[src/rtl/accel_ctrl_regfile.sv]
// Control/argument register file between the SSRAM bridge and an HLS accelerator.
// Drives the start channel, latches done, counts busy cycles and raises irq.
module accel_ctrl_regfile #(
    parameter int NUM_ARGS   = 8,
    parameter int ADDR_WIDTH = 10
) (
    input  logic                    clock,
    input  logic                    resetn,
    input  logic [ADDR_WIDTH-1:0]   read_addr,
    input  logic                    read_en,
    output logic [31:0]             read_data,
    input  logic [ADDR_WIDTH-1:0]   write_addr,
    input  logic [31:0]             write_data,
    input  logic [3:0]              write_strb,
    input  logic                    write_en,
    output logic                    start_dat,
    output logic                    start_vld,
    input  logic                    start_rdy,
    input  logic                    done_dat,
    input  logic                    done_vld,
    output logic                    done_rdy,
    output logic [32*NUM_ARGS-1:0]  args,
    output logic                    irq
);

    localparam logic [ADDR_WIDTH-1:0] A_CTRL   = ADDR_WIDTH'(0);
    localparam logic [ADDR_WIDTH-1:0] A_STATUS = ADDR_WIDTH'(1);
    localparam logic [ADDR_WIDTH-1:0] A_DONE   = ADDR_WIDTH'(2);
    localparam logic [ADDR_WIDTH-1:0] A_IRQEN  = ADDR_WIDTH'(3);
    localparam logic [ADDR_WIDTH-1:0] A_CYCLES = ADDR_WIDTH'(4);

    logic [31:0] arg_q [NUM_ARGS];
    logic        ctrl_q;
    logic        busy;
    logic        done_latched;
    logic        done_dat_q;
    logic        err;
    logic        irq_en;
    logic [31:0] cycles;

    logic        protect;
    logic        ctrl_hit;
    logic        arg_hit;
    logic        status_clr;
    logic        err_set;
    logic        start_acc;
    logic        done_acc;
    logic        done_clr;
    logic [31:0] rdata;

    // Argument and control writes are frozen from start request until done.
    assign protect    = start_vld | busy;
    assign ctrl_hit   = write_en && (write_addr == A_CTRL);
    assign status_clr = write_en && (write_addr == A_STATUS)
                        && write_strb[0] && write_data[4];
    assign err_set    = protect && (ctrl_hit || arg_hit);
    assign start_acc  = start_vld & start_rdy;
    assign done_acc   = done_vld & ~done_latched;
    assign done_clr   = read_en && (read_addr == A_DONE);

    assign done_rdy  = ~done_latched;
    assign start_dat = ctrl_q;

    always_comb begin
        arg_hit = 1'b0;
        for (int i = 0; i < NUM_ARGS; i++) begin
            if (write_en && (write_addr == ADDR_WIDTH'(8 + i))) begin
                arg_hit = 1'b1;
            end
        end
    end

    always_ff @(posedge clock or negedge resetn) begin
        if (!resetn) begin
            for (int i = 0; i < NUM_ARGS; i++) begin
                arg_q[i] <= '0;
            end
        end else if (arg_hit && !protect) begin
            for (int i = 0; i < NUM_ARGS; i++) begin
                if (write_addr == ADDR_WIDTH'(8 + i)) begin
                    for (int b = 0; b < 4; b++) begin
                        if (write_strb[b]) begin
                            arg_q[i][8*b +: 8] <= write_data[8*b +: 8];
                        end
                    end
                end
            end
        end
    end

    for (genvar g = 0; g < NUM_ARGS; g++) begin : g_args
        assign args[32*g +: 32] = arg_q[g];
    end

    always_ff @(posedge clock or negedge resetn) begin
        if (!resetn) begin
            ctrl_q    <= 1'b0;
            start_vld <= 1'b0;
            busy      <= 1'b0;
            cycles    <= '0;
        end else begin
            if (ctrl_hit && !protect) begin
                if (write_strb[0]) begin
                    ctrl_q <= write_data[0];
                end
                start_vld <= 1'b1;
            end else if (start_acc) begin
                start_vld <= 1'b0;
            end
            // A start accept beats a coincident done, leaving busy set.
            if (start_acc) begin
                busy <= 1'b1;
            end else if (done_acc) begin
                busy <= 1'b0;
            end
            if (start_acc) begin
                cycles <= '0;
            end else if (busy && (cycles != 32'hFFFF_FFFF)) begin
                cycles <= cycles + 32'd1;
            end
        end
    end

    always_ff @(posedge clock or negedge resetn) begin
        if (!resetn) begin
            done_latched <= 1'b0;
            done_dat_q   <= 1'b0;
            err          <= 1'b0;
            irq_en       <= 1'b0;
            irq          <= 1'b0;
        end else begin
            if (done_acc) begin
                done_latched <= 1'b1;
                done_dat_q   <= done_dat;
            end else if (done_clr) begin
                done_latched <= 1'b0;
            end
            if (err_set) begin
                err <= 1'b1;
            end else if (status_clr) begin
                err <= 1'b0;
            end
            if (write_en && (write_addr == A_IRQEN) && write_strb[0]) begin
                irq_en <= write_data[0];
            end
            irq <= done_latched & irq_en;
        end
    end

    always_comb begin
        rdata = '0;
        unique case (read_addr)
            A_CTRL:   rdata = {31'b0, ctrl_q};
            A_STATUS: rdata = {27'b0, err, done_dat_q, done_latched,
                               busy, start_vld};
            A_DONE:   rdata = {31'b0, done_latched};
            A_IRQEN:  rdata = {31'b0, irq_en};
            A_CYCLES: rdata = cycles;
            default: begin
                for (int i = 0; i < NUM_ARGS; i++) begin
                    if (read_addr == ADDR_WIDTH'(8 + i)) begin
                        rdata = arg_q[i];
                    end
                end
            end
        endcase
    end

    always_ff @(posedge clock or negedge resetn) begin
        if (!resetn) begin
            read_data <= '0;
        end else if (read_en) begin
            read_data <= rdata;
        end
    end

endmodule
[config.mk]
export PLATFORM = sky130hd
export DESIGN_NAME = accel_ctrl_regfile
export DESIGN_NICKNAME = d
export VERILOG_FILES = /design/src/rtl/accel_ctrl_regfile.sv
export SDC_FILE = /design/constraint.sdc
export NUM_CORES = 1
export LEC_CHECK = 0
export CAP_MARGIN = 20
export CORE_MARGIN = 2
export CORE_UTILIZATION = 50
export DETAILED_ROUTE_END_ITERATION = 6
export GPL_ROUTABILITY_DRIVEN = 0
export GPL_TIMING_DRIVEN = 1
export PLACE_DENSITY = 0.88
export SYNTH_ARGS = -nofsm -noshare
export SYNTH_HDL_FRONTEND = slang
export SYNTH_SLANG_ARGS = --single-unit
[constraint.sdc]
create_clock -name clock -period 6.1 [get_ports clock]
set_input_delay 0.61 -clock clock [delete_from_list [all_inputs] [get_ports clock]]
set_output_delay 0.61 -clock clock [all_outputs]
set_load 0.01 [all_outputs]
# --- After elaboration in Yosys (flattened, before gate mapping) ---
# Cells that the tools add are included.
word_totals:
  ff_bits: 328
  out_inout_bits: 292
  elab_cells: 159
  inputBits: 63
op_classes:
  n_eq_ne: 23
  bitwise: 5
  reduce_logical: 61
  n_addsub: 1
  muxes: 27
op_table:
  columns: ["cell", "count"]
  rows:
  - ["$mux W32", 10]
  - ["$eq A10 B4 Y1 const B", 16]
  - ["$pmux W32 S5", 1]
  - ["$reduce_and A3 Y1", 32]
  - ["$add A32 B1 Y32 const B", 1]
  - ["$ne A32 B32 Y1 const B", 1]
  - ["$eq A10 B2 Y1 const B", 3]
  - ["$eq A10 B1 Y1 const B", 2]
  - ["$logic_not A10 Y1", 2]
  - ["$logic_and A1 B1 Y1", 19]
  - ["$mux W1", 16]
  - ["$eq A10 B3 Y1 const B", 1]
  - ["$reduce_bool A2 Y1", 5]
  - ["$and A1 B1 Y1", 3]
  - ["$reduce_and A2 Y1", 1]
  - ["$logic_not A1 Y1", 1]
  - ["$logic_or A1 B1 Y1", 1]
  - ["$not A1 Y1", 1]
  - ["$or A1 B1 Y1", 1]

# --- Logic depth before layout (Yosys ltp) ---
# Gate-level depths: netlist of run 1.
depth:
  word_depth: 13
  ltp_mapped: 8
  depth_no_buf: 6

# --- Worst setup path before layout of run 1 ---
# OpenSTA, ideal clock, no wires.
synth_path:
  kind: "input -> register"
  start: "in read_addr[5]"
  end: "reg read_data[14]"
  slack_ns: 3.596
  arrival_time_ns: 2.415
  required_time_ns: 6.012
  path_stages: 8
  path_cell_list: "or4_4 > buf_6 > or3b_1 > buf_6 > buf_6 > o32ai_2 > o21ai_1 > a41oi_1"
synth_via:
  elab_chain_len: 10
synth_rtl:
  columns: ["item", "line_no", "rtl"]
  rows:
  - ["start, declared", "9", "input logic [ADDR_WIDTH-1:0] read_addr,"]
  - ["$eq A10 B4 Y1", "161", "if (read_addr == ADDR_WIDTH'(8 + i)) begin"]
  - ["$mux W32 (8 in a row)", "161", null]
  - ["$pmux W32 S5 *", "152", "unique case (read_addr)"]
  - ["end signal, assigned", "173", "read_data <= rdata;"]
  - ["end, declared", "11", "output logic [31:0] read_data,"]
# Mark *: on every way between the ends. The rest lies on a longest branch, timed or not.
# A chain may end at the register's enable or synchronous reset.

# --- Worst setup path in the final report of run 1 ---
layout_path:
  start: "in write_addr[5]"
  end: "reg arg_q (netlist bit args[199])"
layout_via:
  elab_chain_len: 12
layout_rtl:
  columns: ["item", "line_no", "rtl"]
  rows:
  - ["start, declared", "12", "input logic [ADDR_WIDTH-1:0] write_addr,"]
  - ["$eq A10 B4 Y1", "67", "if (write_en && (write_addr == ADDR_WIDTH'(8 + i))) begin"]
  - ["$logic_and A1 B1 Y1", "67", null]
  - ["$mux W1 (8 in a row)", "67", null]
  - ["$logic_and A1 B1 Y1", "78", "end else if (arg_hit && !protect) begin"]
  - ["$reduce_and A3 Y1 (no source line) *", null, null]
  - ["end signal, assigned by index", "83", "arg_q[i][8*b +: 8] <= write_data[8*b +: 8];"]
  - ["end, declared", "32", "logic [31:0] arg_q [NUM_ARGS];"]
# Marked as above.

==> impl_results.md, run 1 <==
* Max-slew violations at 0
* Peak supply drop at 0.000216 V
* Antenna violations before repair at 2
* Worst path required time at 6.50 ns
* Yosys warning count at 0
* Final core occ at 67.8%
* Post-synth ARST share at 100%
* Setup TNS Final at 0 ns
* NetSw at 1270 uW
* First-pass GRT wire length at 81.8 mm
* Worst slew pin tran at 1.15 ns
* CTS Root Cell: clkbuf_16
* Worst r2r src: cycles[28]
* Port Buffers at 354
* Max_slew headroom at 22.8%
* Worst min path class: in2async
* Initial DRC count at 1605
* Vias at 13314
* Clock latency on the worst-skew pair at 0.52 ns
* # setup viols final at 0
* LEAKAGE at 0.00910 uW
* H-tree levels at 2
* Design area at 20600 um^2
* Clock sinks at 328
* Seq/Total Area, Yosys at 53.4%
* Post-synth top area share at 53.4%
* Fin cells at 2057
* Dpl cells at 1987
* # DRC at 6
* Overall Global Routing Usage at 34.1%
* Number of global-route vias before repair at 13588
* Syn_nets at 1352
* Mapped Area at 15400 um^2
* Combinational share of power at 8.5%
* DR vias/cell at 6.47
* Post-CTS sizing at 0
* Post-Synthesis Cells at 1288
* Nets at 1697
* Max Clock Skew at 0.0220 ns
* Outcome: complete, but fails checks
* Main flop type after synthesis: dfrtp_1
* Placed Area at 19300 um^2
* Clock share of power at 45.3%
* Routed WL at 55.4 mm
* Core box area at 30400 um^2
* CTS buffer count at 36
* Share of layout cells above drive strength 1 at 22.7%
* Max cap viols at 0
* Die area at 32200 um^2
* WL per Instance at 27.0 um
* Row count at 64
* Critical Path Fanout Max at 8
* Pint at 3780 uW
* CTS clk-pin slew, worst paths at 0.06 ns
* Critical Path Source Type: input port
* Commonest cells post-synth: dfrtp_1 (328), mux2_2 (272), nand2_1 (127), nor2_1 (62), clkbuf_1 (47)
* Bufs on Longest Clock Path at 3
* Pwr dens at 245 nW/um^2
* WHS at 0.120 ns
* Critical Path AT at 3.91 ns
* Post-CTS setup buffer count at 0
* Post-Syn Area per Cell at 11.9 um^2
* CTS tree: yes
* CP Capture Type: flop
* Largest net degree at the start of global routing at 145
* Fin crit period at 3.51 ns
* Die width at 179 um
* Synth top area cells: dfrtp_1 (53%), mux2_2 (20%), nand2_1 (3.1%)
* Hold_buf cts at 0
* Routed Antenna Nets at 0
* Area added between synthesis and finish at 34.2%
* CP Launch Point: write_addr[5]
* #FFs+latches synth at 328
* Dpl hpwl at 38.2 mm
* Max frequency at 285 MHz
* Die H at 179 um
* Final hold violations at 0
* RSZ-0062 raised after global routing: false
* Crit Path Class: in2reg
* Post-synth EDFFs at 0
* Sequential Power Share at 46.2%
* Count leader, synth: dfrtp_1
* Initial core utilization at 50.5%
* Pre-antenna DRT Iters at 7
* Yosys top cell by area: dfrtp_1
* Switch share at 25.1%
* Global route total overflow at 0
* Number of top-level pins at 355
* Failing checks: design-rule violations
* Final period util at 57.5%
* Count of cell types in the netlist at 63
[power groups by stage]
stage | registers (uW) | logic [uW] | clock network (uW)
after floorplan | 2350 | 199 | 0
after global placement | 2360 | 393 | 0
after detailed placement | 2370 | 412 | 0
final | 2330 | 430 | 2290
after global routing | 2340 | 466 | 2380
after CTS | 2330 | 415 | 2280
[critical path: stages]
cell             delay, ns
clkdlybuf4s50_1       0.41
nor4_1                0.86
nand2_1               0.19
nor3_1                0.92
nand2_1               0.51
mux2_2                0.41
[cell usage in the layout, fill, tap and decap left out, drive strengths merged, types with 10 or more instances in the layout]
master	count
a211oi	18
a21oi	39
a2bb2oi	24
a41oi	20
buf	25
clkbuf	51
clkdlybuf4s50	350
dfrtp	328
mux2	272
mux2i	10
nand2	127
nand3	19
nor2	62
nor2b	24
nor3	11
o21ai	51
o22ai	29
o31ai	11
o32ai	17
or3	18
or4	11
[cell families after synthesis]
| kind of cell | synth area share (%) |
|---|---|
| DFF | 53.4 |
| and+or+nand+nor | 10.1 |
| buffers and inverters | 2.19 |
| muxes | 20.9 |
| AOI/OAI and AO/OA | 13.1 |
| adders and majority gates | 0.0814 |
| xor gates and xnor gates | 0.228 |
[final timing paths]
kind | endpoint | slack [ns] | cells past startpoint
worst min register to register | irq | 0.52 | 1
min in group clock | irq | 0.52 | 1
worst max-delay path | args[199] | 2.59 | 6
max in group asynchronous | cycles[26] | 4.71 | 2
worst max register to register | cycles[15] | 3.55 | 6
worst min-delay path | args[35] | 0.12 | 1
[stage by stage]
stage / power [uW] / setup slack, ns
3_3_place_gp: 2760 / 2.35
5_1_grt: 5190 / 2.56
4_1_cts: 5030 / 2.70
6_report: 5050 / 2.59
3_5_place_dp: 2780 / 2.28
2_1_floorplan: 2550 / 3.60
[flip-flops by register name, indices dropped and copies added, names as in the netlist]
| register | flops |
|---|---|
| args | 256 |
| cycles | 32 |
| read_data | 32 |
| busy | 1 |
| done_dat_q | 1 |
| done_latched | 1 |
| err | 1 |
| irq | 1 |
| irq_en | 1 |
| start_dat | 1 |
| start_vld | 1 |
[cell type report]
cell class	count	area (um^2)
antenna	2	5.00
clock buffer	51	1050
clock inverter	13	189
fill	2086	9810
inverter	9	33.8
multi-input combinational	883	6850
sequential	328	8210
tap	396	495
timing repair buffer	375	3790
[per-layer routing]
layer | GRT usage [%] | part of all wire [%] | vias to the layer above
li1 | - | - | 5516
met1 | 43.3 | 36 | 6656
met2 | 53.4 | 47 | 924
met3 | 9.56 | 11 | 218
met4 | 17.5 | 5.7 | 0
met5 | 0 | 0 | -
(Power assumes the default switching activity.)
==> inputs of run 2 (changes only) <==
--- a/config.mk
+++ b/config.mk
@@ -7,11 +7,11 @@
 export LEC_CHECK = 0
 export CAP_MARGIN = 20
 export CORE_MARGIN = 2
-export CORE_UTILIZATION = 50
+export CORE_UTILIZATION = 46
 export DETAILED_ROUTE_END_ITERATION = 6
 export GPL_ROUTABILITY_DRIVEN = 0
 export GPL_TIMING_DRIVEN = 1
-export PLACE_DENSITY = 0.88
+export PLACE_DENSITY = 0.85
 export SYNTH_ARGS = -nofsm -noshare
 export SYNTH_HDL_FRONTEND = slang
 export SYNTH_SLANG_ARGS = --single-unit
==> constraint.sdc (replaced) <==
create_clock -name clock -period 2.9 [get_ports clock]
set_input_delay 0.29 -clock clock [delete_from_list [all_inputs] [get_ports clock]]
set_output_delay 0.29 -clock clock [all_outputs]
set_load 0.01 [all_outputs]
==> impl_results.md, run 2 (synthesis results as in run 1) <==
* Max cap viols at 0 (unchanged)
* Max FFs per register at 256 (unchanged)
* Vias at 13244 (-0.53%)
* Bufs on Longest Clock Path at 3 (unchanged)
* WL per Instance at 26.0 um (-3.6%)
* Nets at 1748 (+3.0%)
* Switch share at 25.4% (+0.29 points)
* Sequential cell area at 8210 um^2 (unchanged)
* Share of layout cells above drive strength 1 at 24.8% (+2.1 points)
* Worst slew pin tran at 0.860 ns (-0.288 ns)
* Pwr dens at 488 nW/um^2 (+99%)
* Critical Path Source Type: flop
* Number of top-level pins at 355 (unchanged)
* Pint at 7610 uW (+100%)
* Max Clock Skew at 0.0130 ns (-0.00897 ns)
* Row count at 66 (+3.1%)
* Die width at 187 um (+4.2%)
* H-tree levels at 2 (unchanged)
* Clock latency on the worst-skew pair at 0.52 ns (about the same)
* Filler instances at 2484 (+19%)
* Worst path required time at 3.34 ns (-3.16 ns)
* Core box area at 32700 um^2 (+7.5%)
* Most common cell after layout, fill and taps aside: clkdlybuf4s50_1
* Final core occ at 63.9% (-3.9 points)
* Fin crit period at 2.48 ns
* Initial core utilization at 47.0% (-3.5 points)
* Global route total overflow at 0 (unchanged)
* Final period util at 85.6%
* Max-slew violations at 0 (unchanged)
* LEAKAGE at 0.00926 uW (+1.8%)
* Overall Global Routing Usage at 31.5% (-2.6 points)
* Multi-input logic area at 6850 um^2 (unchanged)
* Pre-antenna DRT Iters at 5 (-2)
* Combinational share of power at 9.0% (+0.5 points)
* Worst min path class: in2reg
* Dpl hpwl at 40.3 mm (+5.4%)
* Die H at 187 um (+4.2%)
* Initial DRC count at 1090 (-32%)
* # DRC at 0 (-6)
* Critical Path Fanout Max at 11 (+3)
* Number of global-route vias before repair at 13579 (-0.066%)
* CTS buffer count at 35 (-2.8%)
* Clock sinks at 328 (unchanged)
* Max frequency at 403 MHz
* CP Capture Type: flop
* RSZ-0062 raised after global routing: false
* Crit Path Class: reg2reg
* # setup viols final at 0 (unchanged)
* Sequential Power Share at 48.1% (+1.9 points)
* CTS clk-pin slew, worst paths at 0.06 ns (about the same)
* Port Buffers at 354 (unchanged)
* Routed Antenna Nets at 0 (unchanged)
* DR vias/cell at 6.16 (-4.8%)
* Max_slew headroom at 42.6% (+20 points)
* First-pass GRT wire length at 84.4 mm (+3.2%)
* Total power at 10200 uW (+100%)
* WHS at 0.260 ns (+0.140 ns)
* Die area at 34900 um^2 (+8.5%)
* Critical Path AT at 2.92 ns (-0.99 ns)
* Largest net degree at the start of global routing at 107 (-26%)
* Peak supply drop at 0.000379 V (+76%)
* Outcome: completed
* NetSw at 2590 uW (+100%)
* Most used cells in the layout excluding fill and tap cells: clkdlybuf4s50_1 (350), dfrtp_1 (328), mux2_2 (272)
* Area added between synthesis and finish at 35.9%
* Routed WL at 55.8 mm (+0.71%)
* Final hold violations at 0 (unchanged)
* CTS Root Cell: clkbuf_16
* CTS tree: yes
* Clock share of power at 42.9% (-2.4 points)
* Antenna violations before repair at 1 (-1)
[run 2: changes by cell type in the layout (fill, tap and decap cells not counted), sizes merged]
| cell | change |
|---|---|
| buf | +51 |
| clkbuf | -4 |
| inv | +3 |
| bufinv | -2 |
| clkinv | -2 |
| diode | -1 |
| dlygate4sd3 | +1 |
[run 2: layout make-up]
class / instances / share of cell area, %
diodes: 1 / 0.0120
clock buffers: 47 / 4.65
clock inverters: 12 / 0.623
inverters: 9 / 0.162
multi-input cells: 883 / 32.8
flip-flops and latches: 328 / 39.3
well taps: 442 / 2.65
repair buffers: 427 / 19.8
[run 2: path summary, 6_finish.rpt]
path / from / end / slack, ns / cells after the start
max in group asynchronous: resetn / read_data[14] / 1.54 / 3
worst max-delay path: cycles[17] / cycles[29] / 0.42 / 5
worst min register to register: args[13] / args[13] / 0.53 / 1
min in group asynchronous: resetn / args[35] / 0.42 / 2
worst min-delay path: read_en / read_data[0] / 0.26 / 3
worst max register to register: cycles[17] / cycles[29] / 0.42 / 5
[run 2: worst max-delay path, stage by stage, from the launching register on]
cell     delay (ns)
dfrtp_1        0.46
and4_1         0.33
nand4_1        0.41
or3_1          0.59
or4_1          0.44
a21oi_1        0.18
[run 2: per-stage QoR]
stage,std cells,setup TNS (ns),worst slack (ns),area [um^2]
3_3_place_gp,2088,0,0.0118,19800
5_1_grt,2149,0,0.265,20900
4_1_cts,2148,0,0.467,20900
2_1_floorplan,1288,0,0.716,15400
6_report,2149,0,0.419,20900
3_5_place_dp,2088,-0.0135,-0.0135,19800
[run 2: power by group through the flow]
| stage | Combinational (uW) | Sequential, uW | Clock [uW] |
|---|---|---|---|
| after floorplan | 419 | 4940 | 0 |
| after global placement | 869 | 4970 | 0 |
| after detailed placement | 897 | 4980 | 0 |
| after CTS | 908 | 4900 | 4390 |
| after global routing | 1000 | 4920 | 4590 |
| final | 919 | 4910 | 4370 |
[run 2: repair_timing]
item                                   in CTS  in global routing
hold buffers                                1                  0
endpoints found under the hold margin      98                  0
resized for setup                           0                  0
buffers inserted                            0                  0
[run 2: layer usage]
layer  up-vias  wire, um  track usage (%)  share of wire (%)
li1       5601         -                -                  -
met1      6691     21200             39.6                 38
met2       771     26300             50.9                 47
met3       181      5550             8.05                9.9
met4         0      2810             15.0                5.0
met5         -         0                0                  0
==> inputs of run 3 (changes only) <==
--- a/config.mk
+++ b/config.mk
@@ -11,6 +11,7 @@
 export DETAILED_ROUTE_END_ITERATION = 6
 export GPL_ROUTABILITY_DRIVEN = 0
 export GPL_TIMING_DRIVEN = 1
+export MAX_ROUTING_LAYER = met4
 export PLACE_DENSITY = 0.85
 export SYNTH_ARGS = -nofsm -noshare
 export SYNTH_HDL_FRONTEND = slang
==> impl_results.md, run 3 (synthesis results as in run 1) <==
* Max_slew headroom at 43.0% (+0.33 points)
* # DRC at 0 (unchanged)
* # setup viols final at 0 (unchanged)
* Clock sinks at 328 (unchanged)
* Die H at 187 um (unchanged)
* Worst r2r src: cycles[17]
* Port Buffers at 354 (unchanged)
* Dpl cells at 2088 (unchanged)
* Sequential cell area at 8210 um^2 (unchanged)
* Multi-input logic area at 6850 um^2 (unchanged)
* CTS Root Cell: clkbuf_16
* Stages on the worst setup path at 5 (unchanged)
* Bufs on Longest Clock Path at 3 (unchanged)
* Dpl hpwl at 40.3 mm (unchanged)
* FF-to-FF End: cycles[28]
* Crit Path Class: reg2reg
* Most used cells in the layout excluding fill and tap cells: clkdlybuf4s50_1 (350), dfrtp_1 (328), mux2_2 (272)
* Vias at 13292 (+0.36%)
* Die width at 187 um (unchanged)
* H-tree levels at 2 (unchanged)
* Total power at 10200 uW (about the same)
* Core box area at 32700 um^2 (unchanged)
* Most common cell after layout, fill and taps aside: clkdlybuf4s50_1
* CP Launch Point: cycles[17]
* Worst path required time at 3.34 ns (about the same)
* RSZ-0062 raised after global routing: false
* Nets at 1748 (unchanged)
* Global route total overflow at 0 (unchanged)
* Final period util at 85.3% (-0.24 points)
* Overall Global Routing Usage at 32.5% (+1.0 points)
* Slowest CP cell: or4b_1
* Max frequency at 404 MHz (+0.28%)
* Routed WL at 55.9 mm (about the same)
* Clock latency on the worst-skew pair at 0.51 ns (about the same)
* Number of global-route vias before repair at 13620 (+0.30%)
* CTS clk-pin slew, worst paths at 0.06 ns (about the same)
* Critical path destination: cycles[28]
* Design area at 20900 um^2 (unchanged)
* Outcome: completed
* Worst min path class: in2reg
* Fin cells at 2149 (unchanged)
* Max FFs per register at 256 (unchanged)
* Initial DRC count at 1214 (+11%)
* Pre-antenna DRT Iters at 5 (unchanged)
* Max Clock Skew at 0.0131 ns (+0.0000728 ns)
* Antenna violations before repair at 1 (unchanged)
* Fin crit period at 2.47 ns (-0.00694 ns)
* Row count at 66 (unchanged)
* CTS buffer count at 35 (unchanged)
* Number of top-level pins at 355 (unchanged)
* Critical Path AT at 2.91 ns (about the same)
* Worst slew pin tran at 0.855 ns (-0.00499 ns)
* R2r worst-path depth at 5 (unchanged)
* Final core occ at 63.9% (unchanged)
* Max incr delay on CP at 0.72 ns (+0.13 ns)
* WHS at 0.265 ns (+0.00504 ns)
* Critical Path Source Type: flop
* First-pass GRT wire length at 84.4 mm (about the same)
* Area added between synthesis and finish at 35.9% (unchanged)
* Largest net degree at the start of global routing at 107 (unchanged)
* Pwr dens at 488 nW/um^2 (about the same)
* Routed Antenna Nets at 0 (unchanged)
* Max-slew violations at 0 (unchanged)
* Worst R2R Setup Slack at 0.43 ns (about the same)
* Initial core utilization at 47.0% (unchanged)
* Die area at 34900 um^2 (unchanged)
* CP Buf/Inv Count at 0 (unchanged)
* CTS tree: yes
* Filler instances at 2484 (unchanged)
* Max cap viols at 0 (unchanged)
* WL per Instance at 26.0 um (about the same)
* Peak supply drop at 0.000378 V (-0.34%)
* Delay-heaviest family, CP: simple AND/OR/NAND/NOR gates
* Crit path cell chain: and4_1 > nand4_1 > or4b_1 > or3_1 > a21oi_1
* Share of layout cells above drive strength 1 at 24.8% (unchanged)
* CP Capture Type: flop
* DR vias/cell at 6.19 (+0.36%)
* Placed Area at 19800 um^2 (unchanged)
* LEAKAGE at 0.00926 uW (unchanged)
* Post-CTS sizing at 0 (unchanged)
* Final hold violations at 0 (unchanged)
* Critical Path Fanout Max at 11 (unchanged)
run 3: cell counts in the layout (fill, tap and decap cells not counted):
Identical to the previous run, type by type.
run 3: how the worst min path moves through the flow:
| stage | start | end | cells after the start |
|---|---|---|---|
| after detailed placement | resetn | args[35] | 1 |
| final | read_en | read_data[0] | 3 |
| after CTS | read_en | read_data[0] | 3 |
| after global routing | read_en | read_data[2] | 3 |
| after floorplan | resetn | args[0] | 0 |
| after global placement | resetn | args[193] | 1 |
run 3: stage by stage:
| step | TNS, ns | worst slack, ns |
|---|---|---|
| after floorplan | 0 | 0.716 |
| after global placement | 0 | 0.0118 |
| after detailed placement | -0.0135 | -0.0135 |
| after CTS | 0 | 0.467 |
| after global routing | 0 | 0.264 |
| final | 0 | 0.426 |
run 3: area by class of cell:
cell class / count / share of cell area (%)
inverter: 9 / 0.162
antenna: 1 / 0.0120
multi-input combinational: 883 / 32.8
tap: 442 / 2.65
timing repair buffer: 427 / 19.8
clock inverter: 12 / 0.623
clock buffer: 47 / 4.65
sequential: 328 / 39.3
run 3: what timing repair did:
action	4_1_cts	5_1_grt
setup endpoints to repair	0	0
endpoints found under the hold margin	98	0
buffers inserted	0	0
hold buffers	1	0
run 3: power breakdown:
part / switching (uW) / leakage (uW) / internal (uW) / total (uW)
registers: 195 / 0.00441 / 4710 / 4910
logic: 564 / 0.00431 / 356 / 919
clock network: 1830 / 0.000537 / 2540 / 4370
total: 2590 / 0.00926 / 7610 / 10200
run 3: metal layers:
metal  up-vias  share of wire [%]  GRT usage, %
li1       5614                  -             -
met1      6665                 38          39.7
met2       829                 47          51.0
met3       184                 10          7.90
met4         0                5.1          14.9
met5         -                  0             -
run 3: worst register-to-register path: cells and delay by family (launching register included):
| kind | cells | cell delay, ns |
|---|---|---|
| simple gates | 4 | 1.80 |
| flops | 1 | 0.46 |
| compound gates | 1 | 0.14 |
